### config.mk
export PLATFORM = sky130hd
export DESIGN_NAME = cdff_pipe
export DESIGN_NICKNAME = d
export VERILOG_FILES = /design/src/rtl/cdff_pkg.sv /design/src/rtl/cdff_skid_slice.sv /design/src/rtl/cdff_pipe.sv
export SDC_FILE = /design/constraint.sdc
export NUM_CORES = 1
export LEC_CHECK = 0
export CORE_MARGIN = 2
export CORE_UTILIZATION = 30
export CTS_CLUSTER_SIZE = 25
export DETAILED_ROUTE_END_ITERATION = 8
export GPL_TIMING_DRIVEN = 0
export HOLD_SLACK_MARGIN = 0.02
export PLACE_DENSITY_LB_ADDON = 0.1
export SYNTH_ARGS = -nofsm -noshare
export SYNTH_HDL_FRONTEND = slang
export SYNTH_SLANG_ARGS = --single-unit
### constraint.sdc
create_clock -name CLK -period 2.8 [get_ports CLK]
set_input_delay 0.56 -clock CLK [delete_from_list [all_inputs] [get_ports CLK]]
set_output_delay 0.56 -clock CLK [all_outputs]
set_load 0.03 [all_outputs]
### src/rtl/cdff_pkg.sv
// Shared types and helpers for the cdff_pipe elastic pipeline register
// and its skid slices.
package cdff_pkg;

    typedef enum logic [1:0] {
        EMPTY = 2'd0,
        ONE   = 2'd1,
        FULL  = 2'd2
    } slice_state_e;

    function automatic int occ_width(input int depth);
        return $clog2(2 * depth + 1);
    endfunction

endpackage

### src/rtl/cdff_skid_slice.sv
// Two-entry skid slice: main register feeds the output, skid register
// absorbs one extra word so that S_IN_READY can be a flop.
module cdff_skid_slice
    import cdff_pkg::*;
#(
    parameter int WIDTH = 16
) (
    input  logic             CLK,
    input  logic             RST,
    input  logic             FLUSH,
    input  logic             S_IN_VALID,
    output logic             S_IN_READY,
    input  logic [WIDTH-1:0] S_IN_DATA,
    output logic             S_OUT_VALID,
    input  logic             S_OUT_READY,
    output logic [WIDTH-1:0] S_OUT_DATA
);

    slice_state_e     state_q, state_d;
    logic [WIDTH-1:0] main_q, main_d;
    logic [WIDTH-1:0] skid_q, skid_d;
    logic             in_ready_q, in_ready_d;
    logic             out_valid_q, out_valid_d;
    logic             in_fire;
    logic             out_fire;

    always_comb begin
        in_fire  = S_IN_VALID & in_ready_q;
        out_fire = out_valid_q & S_OUT_READY;
        state_d  = state_q;
        main_d   = main_q;
        skid_d   = skid_q;
        unique case (state_q)
            EMPTY: begin
                if (in_fire) begin
                    main_d  = S_IN_DATA;
                    state_d = ONE;
                end
            end
            ONE: begin
                if (in_fire && out_fire) begin
                    main_d = S_IN_DATA;
                end else if (in_fire) begin
                    skid_d  = S_IN_DATA;
                    state_d = FULL;
                end else if (out_fire) begin
                    state_d = EMPTY;
                end
            end
            FULL: begin
                if (out_fire) begin
                    main_d  = skid_q;
                    state_d = ONE;
                end
            end
            default: state_d = EMPTY;
        endcase
        // Flush drops held words but leaves the data registers untouched.
        if (FLUSH) begin
            state_d = EMPTY;
        end
        in_ready_d  = (state_d != FULL);
        out_valid_d = (state_d != EMPTY);
    end

    always_ff @(posedge CLK) begin
        if (RST) begin
            state_q     <= EMPTY;
            main_q      <= '0;
            skid_q      <= '0;
            in_ready_q  <= 1'b1;
            out_valid_q <= 1'b0;
        end else begin
            state_q     <= state_d;
            main_q      <= main_d;
            skid_q      <= skid_d;
            in_ready_q  <= in_ready_d;
            out_valid_q <= out_valid_d;
        end
    end

    assign S_IN_READY  = in_ready_q;
    assign S_OUT_VALID = out_valid_q;
    assign S_OUT_DATA  = main_q;

endmodule

### src/rtl/cdff_pipe.sv
// DEPTH-stage elastic pipeline register built from cascaded skid slices.
// Define CDFF_PIPE_OCC_EN to add the OCC occupancy counter output.
module cdff_pipe
    import cdff_pkg::*;
#(
    parameter int WIDTH = 16,
    parameter int DEPTH = 2
) (
    input  logic             CLK,
    input  logic             RST,
    input  logic             FLUSH,
    input  logic             IN_VALID,
    output logic             IN_READY,
    input  logic [WIDTH-1:0] IN_DATA,
    output logic             OUT_VALID,
    input  logic             OUT_READY,
    output logic [WIDTH-1:0] OUT_DATA
`ifdef CDFF_PIPE_OCC_EN
    ,
    output logic [occ_width(DEPTH)-1:0] OCC
`endif
);

    if (DEPTH < 1) begin : g_depth_check
        $error("cdff_pipe: DEPTH must be >= 1");
    end

    // Link k sits between slice k-1 and slice k; links 0 and DEPTH are the ports.
    logic [DEPTH:0]            vld;
    logic [DEPTH:0]            rdy;
    logic [DEPTH:0][WIDTH-1:0] dat;

    assign vld[0]     = IN_VALID;
    assign dat[0]     = IN_DATA;
    assign IN_READY   = rdy[0];
    assign OUT_VALID  = vld[DEPTH];
    assign OUT_DATA   = dat[DEPTH];
    assign rdy[DEPTH] = OUT_READY;

    for (genvar k = 0; k < DEPTH; k++) begin : g_slice
        cdff_skid_slice #(
            .WIDTH(WIDTH)
        ) u_slice (
            .CLK        (CLK),
            .RST        (RST),
            .FLUSH      (FLUSH),
            .S_IN_VALID (vld[k]),
            .S_IN_READY (rdy[k]),
            .S_IN_DATA  (dat[k]),
            .S_OUT_VALID(vld[k+1]),
            .S_OUT_READY(rdy[k+1]),
            .S_OUT_DATA (dat[k+1])
        );
    end

`ifdef CDFF_PIPE_OCC_EN
    localparam int OW = occ_width(DEPTH);

    logic [OW-1:0] occ_q, occ_d;
    logic [OW-1:0] occ_sum;

    always_comb begin
        if (FLUSH) begin
            occ_d = '0;
        end else begin
            occ_d = occ_q + OW'(IN_VALID & IN_READY) - OW'(OUT_VALID & OUT_READY);
        end
        // A slice holds (out_valid + !in_ready) words: 0, 1 or 2.
        occ_sum = '0;
        for (int k = 0; k < DEPTH; k++) begin
            occ_sum = occ_sum + OW'(vld[k+1]) + OW'(!rdy[k]);
        end
    end

    always_ff @(posedge CLK) begin
        if (RST) begin
            occ_q <= '0;
        end else begin
            occ_q <= occ_d;
        end
    end

    assign OCC = occ_q;

    a_occ_matches_slices: assert property (@(posedge CLK) disable iff (RST) occ_q == occ_sum);
`endif

endmodule
After elaboration in Yosys (flattened, before gate mapping)
Cells that the tools add are included.
- register bits after elaboration: 72
- bits in latches: 0
- bits in writable memories: 0
- memory bits (read-only): 0
- bits of input ports: 21
- memories kept: 0
- add/sub/neg operators: 0
- $mul: 0
- divide/modulo/power cells: 0
- $lt $le $gt $ge: 0
- equality and inequality tests: 12
- shift-type cells: 0
- mux-type cells: 22
- bitwise logic cells: 5
- reductions and logical operators: 12
- operators by type and width (kind ; count):
    two-way mux 16 bit ; 6
    one-hot mux 16 bit (3 select lines) ; 2
    two-way mux 2 bit ; 12
    one-hot mux 2 bit (3 select lines) ; 2
    != test 2 x 1 -> 1 bit (second input constant) ; 5
    AND reduction 4 bit ; 2
    != test 2 bit (second input constant) ; 3
    AND reduction 3 bit ; 2
    nonzero test 3 bit ; 2
    == test 2 x 1 -> 1 bit (second input constant) ; 2
    == test 2 bit (second input constant) ; 2
    zero test 2 bit ; 2
    nonzero test 2 bit ; 2
    AND 1 bit ; 3
    logical AND 1 bit ; 2
    inverter 1 bit ; 2

Longest topological paths before layout
Gate-level depths: netlist of the first run.
- depth after elaboration: 7
- depth in mapped cells: 7
- gate-level depth less buffers: 5

Cells and area by module
From an unflattened synthesis of the first run, not the netlist that was laid out.
- cells, all modules: 340
- area, all modules: 3568.4 sq um
- by module, submodules not included (module ; times used ; cells an instance ; area an instance (sq um) ; seq. area each (sq um)):
    cdff_skid_slice ; 2 ; 170 ; 1784.2 ; 720.7

Least setup slack after synthesis of the first run
Ideal clock, no wire load.
- kind: flip-flop to flip-flop
- start point: register g_slice[0].u_slice.in_ready_q
- end point: register g_slice[0].u_slice.main_q[0]
- data arrival time: 1.523 ns
- required time: 2.657 ns
- path slack: 1.134 ns
- stages on the path, launching flop included: 7
- path buffers: 2
- clock period less this slack: 1.666 ns
- path through: dfxtp_1 > nand3b_4 > nor2_1 > or2_1 > buf_2 > buf_6 > a211oi_2
- word-level cells in the longest chain between the ends: 4
- elaborated cells on any way between the ends: 5
- classes of those cells: 2 x eq/ne; 1 x bitwise; 2 x reduce/logical
- RTL lines (item ; RTL line ; source):
    start, declared ; cdff_skid_slice.sv:22 ; logic in_ready_q, in_ready_d;
    start signal, assigned ; cdff_skid_slice.sv:77 ; in_ready_q <= in_ready_d;
    AND 1 bit (*) ; cdff_skid_slice.sv:28 ; in_fire = S_IN_VALID & in_ready_q;
    logical AND 1 bit ; cdff_skid_slice.sv:41 ; if (in_fire && out_fire) begin
    != test 2 x 1 -> 1 bit (no line) ; - ;
    AND reduction 4 bit (no line) (*) ; - ;
    end signal, assigned ; cdff_skid_slice.sv:75 ; main_q <= main_d;
    end, declared ; cdff_skid_slice.sv:20 ; logic [WIDTH-1:0] main_q, main_d;
Every way passes the cells marked *; elsewhere a longest branch is shown, timed or not.
A chain may end at the register's enable or synchronous reset.

Worst setup path after layout of the first run
- start point: input IN_VALID
- end point: register g_slice[0].u_slice.main_q[4]
- word-level cells in the longest chain between the ends: 4
- elaborated cells on any way between the ends: 5
- classes of those cells: 2 x eq/ne; 1 x bitwise; 2 x reduce/logical
- RTL lines (item ; RTL line ; source):
    start, declared ; cdff_pipe.sv:12 ; input logic IN_VALID,
    AND 1 bit (*) ; cdff_skid_slice.sv:28 ;
    logical AND 1 bit ; cdff_skid_slice.sv:41 ;
    != test 2 x 1 -> 1 bit (no line) ; - ;
    AND reduction 4 bit (no line) (*) ; - ;
Marks and branches as above.

==> out/results.ini, run 1 <==
[outcome]
status=complete, no violations

[clock_network]
clockBufferDepth=2
h-tree-depth=3
cts_resized=0
cts_tree=built
cts-root-buf=clkbuf_8
numClockSinks=72
clock_latency_ps=350
postCtsHoldBufs=0
numCtsBuffers=9
path_clk_slew_ps=90
post-cts-setup-buffers=0

[power_and_ir_drop]
leakagePower_nw=1.589
clock_power_share_pct=40.7
p_total_mw=2.330
powerDensity_nw_per_um2=599.3
power.internal_mw=1.716
power_frac_comb_pct=12.0
switching_share_pct=26.35
vdd_drop_max_v=0.0002114
p_seq_share_pct=47.3
p_sw_uw=614.0

[die]
die_w_um=105.8
initial_core_util_pct=30.54
die_area_um2=11200
dieHeight_um=105.8
rows=37
core_um2=10180
ios=39

[worst_setup_path]
cp-start-kind=input pin
worstSetupPathType=in2reg
cp_data_arrival_time_ps=2320
cp.required_ps=3000
critPathCaptureType=register
crit_fanout=10

[logic_synthesis]
seq_area_frac_synth_pct=46.34
synth_fp_nets=365
async_reset_ff_share_pct=0
synthAdderAreaFrac_pct=0
synth_xor_area_share_pct=0
synthMuxAreaShare_pct=10.30
syn_inst=344
yosysWarningCount=0
synth_compound_gate_area_share_pct=15.93
synth_area_leader_cell=dfxtp_1
synth_common_cells=72 x dfxtp_1, 72 x nand2_1, 35 x nor2_1
synthFlopType=dfxtp_1
yosysTopAreaCellShare_pct=46.34
ys_ff_latch=72
synthTopCellsByArea=dfxtp_1 46%, mux2i_1 10%, nand2_1 8.7%
synth_cell_types=34
synth_top_family_by_area=simple AND/OR/NAND/NOR gates
post_synth_and_or_nand_nor_area_fraction_pct=19.55
synth_area_um2=3110
synth.avg_cell_area_um2=9.042
synth_edf_count=0

[place]
place_inst=518
placed_area_um2=3661
place.gp.congestion=0.7908
port_buffers=38
dp_hpwl_um=5053

[drt]
drt_iter0_drc=68
first_pass_iters=4
routed_wl_um=6868
vias_per_cell=4.476
route.vias.total=2390
drc=0
ant_nets=0
wl_per_cell_um=12.86

[sta]
slew_headroom_pct=56.19
worst_pin_slew_ps=657.2
setup_viol=0
timing.fmax_ghz=0.4709
finalCriticalPeriod_ps=2124
drv_slew=0
rsz0062_at_grt=false
finClkSkew_ps=9.471
fin_tns_setup_ps=0
hold_viol_final=0
min_period_over_period_pct=75.85

[cells_and_area]
drive_gt1_share_pct=15.08
synthToLayoutAreaGrowth_pct=24.98
fin_area_um2=3887
fin_util_pct=38.17
fin_nets=414
diodes=0
finalNonFillerCells=534

[global_route]
antenna_found_initial=0
grt_pass1_wl_um=11360
grt_overflow=0
first_global_vias=2225
grt_max_degree=15
grt_use_total_pct=12.87

[worst_hold_path]
hp-class=reg2reg

[run]
maxCapViolCount=0

-- per-layer routing --
metal  vias to the layer above  GRT usage [%]  routed length (um)
met4                         0          4.511                  86
met3                         8          3.092                 237
met1                      1062          18.53                3674
met5                         -              0                   0
li1                       1279              -                   -
met2                        41          18.66                2869
-- cells in the final DEF (no fill, tap or decap), drive strengths merged --
master / count
and3: 2
nand2: 73
a211oi: 16
buf: 28
and2: 3
nor3: 16
clkinvlp: 1
nand3b: 1
a21boi: 2
bufinv: 2
and3b: 2
nand3: 2
inv: 4
a21oi: 19
clkinv: 1
and4b: 1
o31a: 1
o21a: 1
a31oi: 1
dfxtp: 72
nand4: 1
o32ai: 1
mux2i: 32
nand2b: 2
nor2b: 1
nor2: 35
or2: 1
o21ai: 2
clkdlybuf4s50: 38
clkbuf: 21
a311oi: 16
-- worst max-delay path, stage by stage --
cell and delay, ps:
clkdlybuf4s50_1 540, nand3b_4 110, nor2_1 500, or2_1 180
buf_2 170, buf_6 190, a211oi_2 80
-- sequential cells by signal (all words and copies together), names as in the netlist --
signal	cells
g_slice.u_slice.state_q	4
g_slice.u_slice.S_OUT_DATA	32
g_slice.u_slice.skid_q	32
g_slice.u_slice.S_IN_READY	2
g_slice.u_slice.S_OUT_VALID	2
-- power by group through the flow --
stage / Combinational (mW) / Clock (mW) / Sequential (mW)
floorplan: 0.189 / 0 / 1.12
global placement: 0.282 / 0 / 1.13
detailed placement: 0.283 / 0 / 1.13
CTS: 0.285 / 0.971 / 1.10
global route: 0.307 / 1.03 / 1.11
finish: 0.280 / 0.948 / 1.10
-- final timing paths --
kind	slack (ps)	startpoint	to	depth (start not counted)
worst max register to register	1020	g_slice[0].u_slice.state_q[1]$_SDFF_PP0_	g_slice[0].u_slice.S_OUT_DATA[4]$_SDFFE_PP0P_	6
worst min-delay path	460	g_slice[1].u_slice.skid_q[8]$_SDFFE_PP0P_	g_slice[1].u_slice.skid_q[8]$_SDFFE_PP0P_	2
worst max-delay path	680	IN_VALID	g_slice[0].u_slice.S_OUT_DATA[4]$_SDFFE_PP0P_	7
worst min register to register	460	g_slice[1].u_slice.skid_q[8]$_SDFFE_PP0P_	g_slice[1].u_slice.skid_q[8]$_SDFFE_PP0P_	2
-- area by class of cell --
type	instances	area, um2
Inverter	1	3.754
Timing Repair Buffer	38	380.4
Clock inverter	7	102.6
Clock buffer	9	123.9
Multi-Input combinational cell	231	1424
Buffer	40	241.5
Fill cell	1089	6297
Tap cell	136	170.2
Sequential cell	72	1441
-- metrics by stage --
stage,hold slack (ps),worst slack (ps)
floorplan,436.6,1134
detailed placement,447.6,283.6
finish,458.3,676.3
global placement,445.7,294.6
global route,482.6,563.2
CTS,461.4,660.5
-- cell families after synthesis --
logic type / Yosys count
AO/OA/AOI/OAI: 59
flip-flops: 72
AND/OR/NAND/NOR: 140
buffers and inverters: 41
multiplexers: 32
(Power assumes the default switching activity.)
==> inputs of run 2 (changes only) <==
clock period = 2.15 ns   (was 2.8 ns; I/O delays follow)
==> results of run 2 <==
Same layout as run 1 (identical final DEF). Status: complete, no violations.
Main changes from that run: setup slack after placement 283.6 ps -> -236.4 ps; setup slack after layout 676.3 ps -> 156.3 ps; register-to-register setup slack 1020 ps -> 370 ps; total power 2.330 mW -> 3.034 mW; worst IR drop on VDD 0.0002114 V -> 0.0002753 V
==> inputs of run 3 (changes only) <==
CTS_CLUSTER_DIAMETER = 200   (was default)
==> results of run 3 <==
Same layout as run 1 (identical final DEF). Status: complete, no violations.
Main changes from that run: setup slack after placement 283.6 ps -> -236.4 ps; setup slack after layout 676.3 ps -> 156.3 ps; register-to-register setup slack 1020 ps -> 370 ps; total power 2.330 mW -> 3.034 mW; worst IR drop on VDD 0.0002114 V -> 0.0002753 V
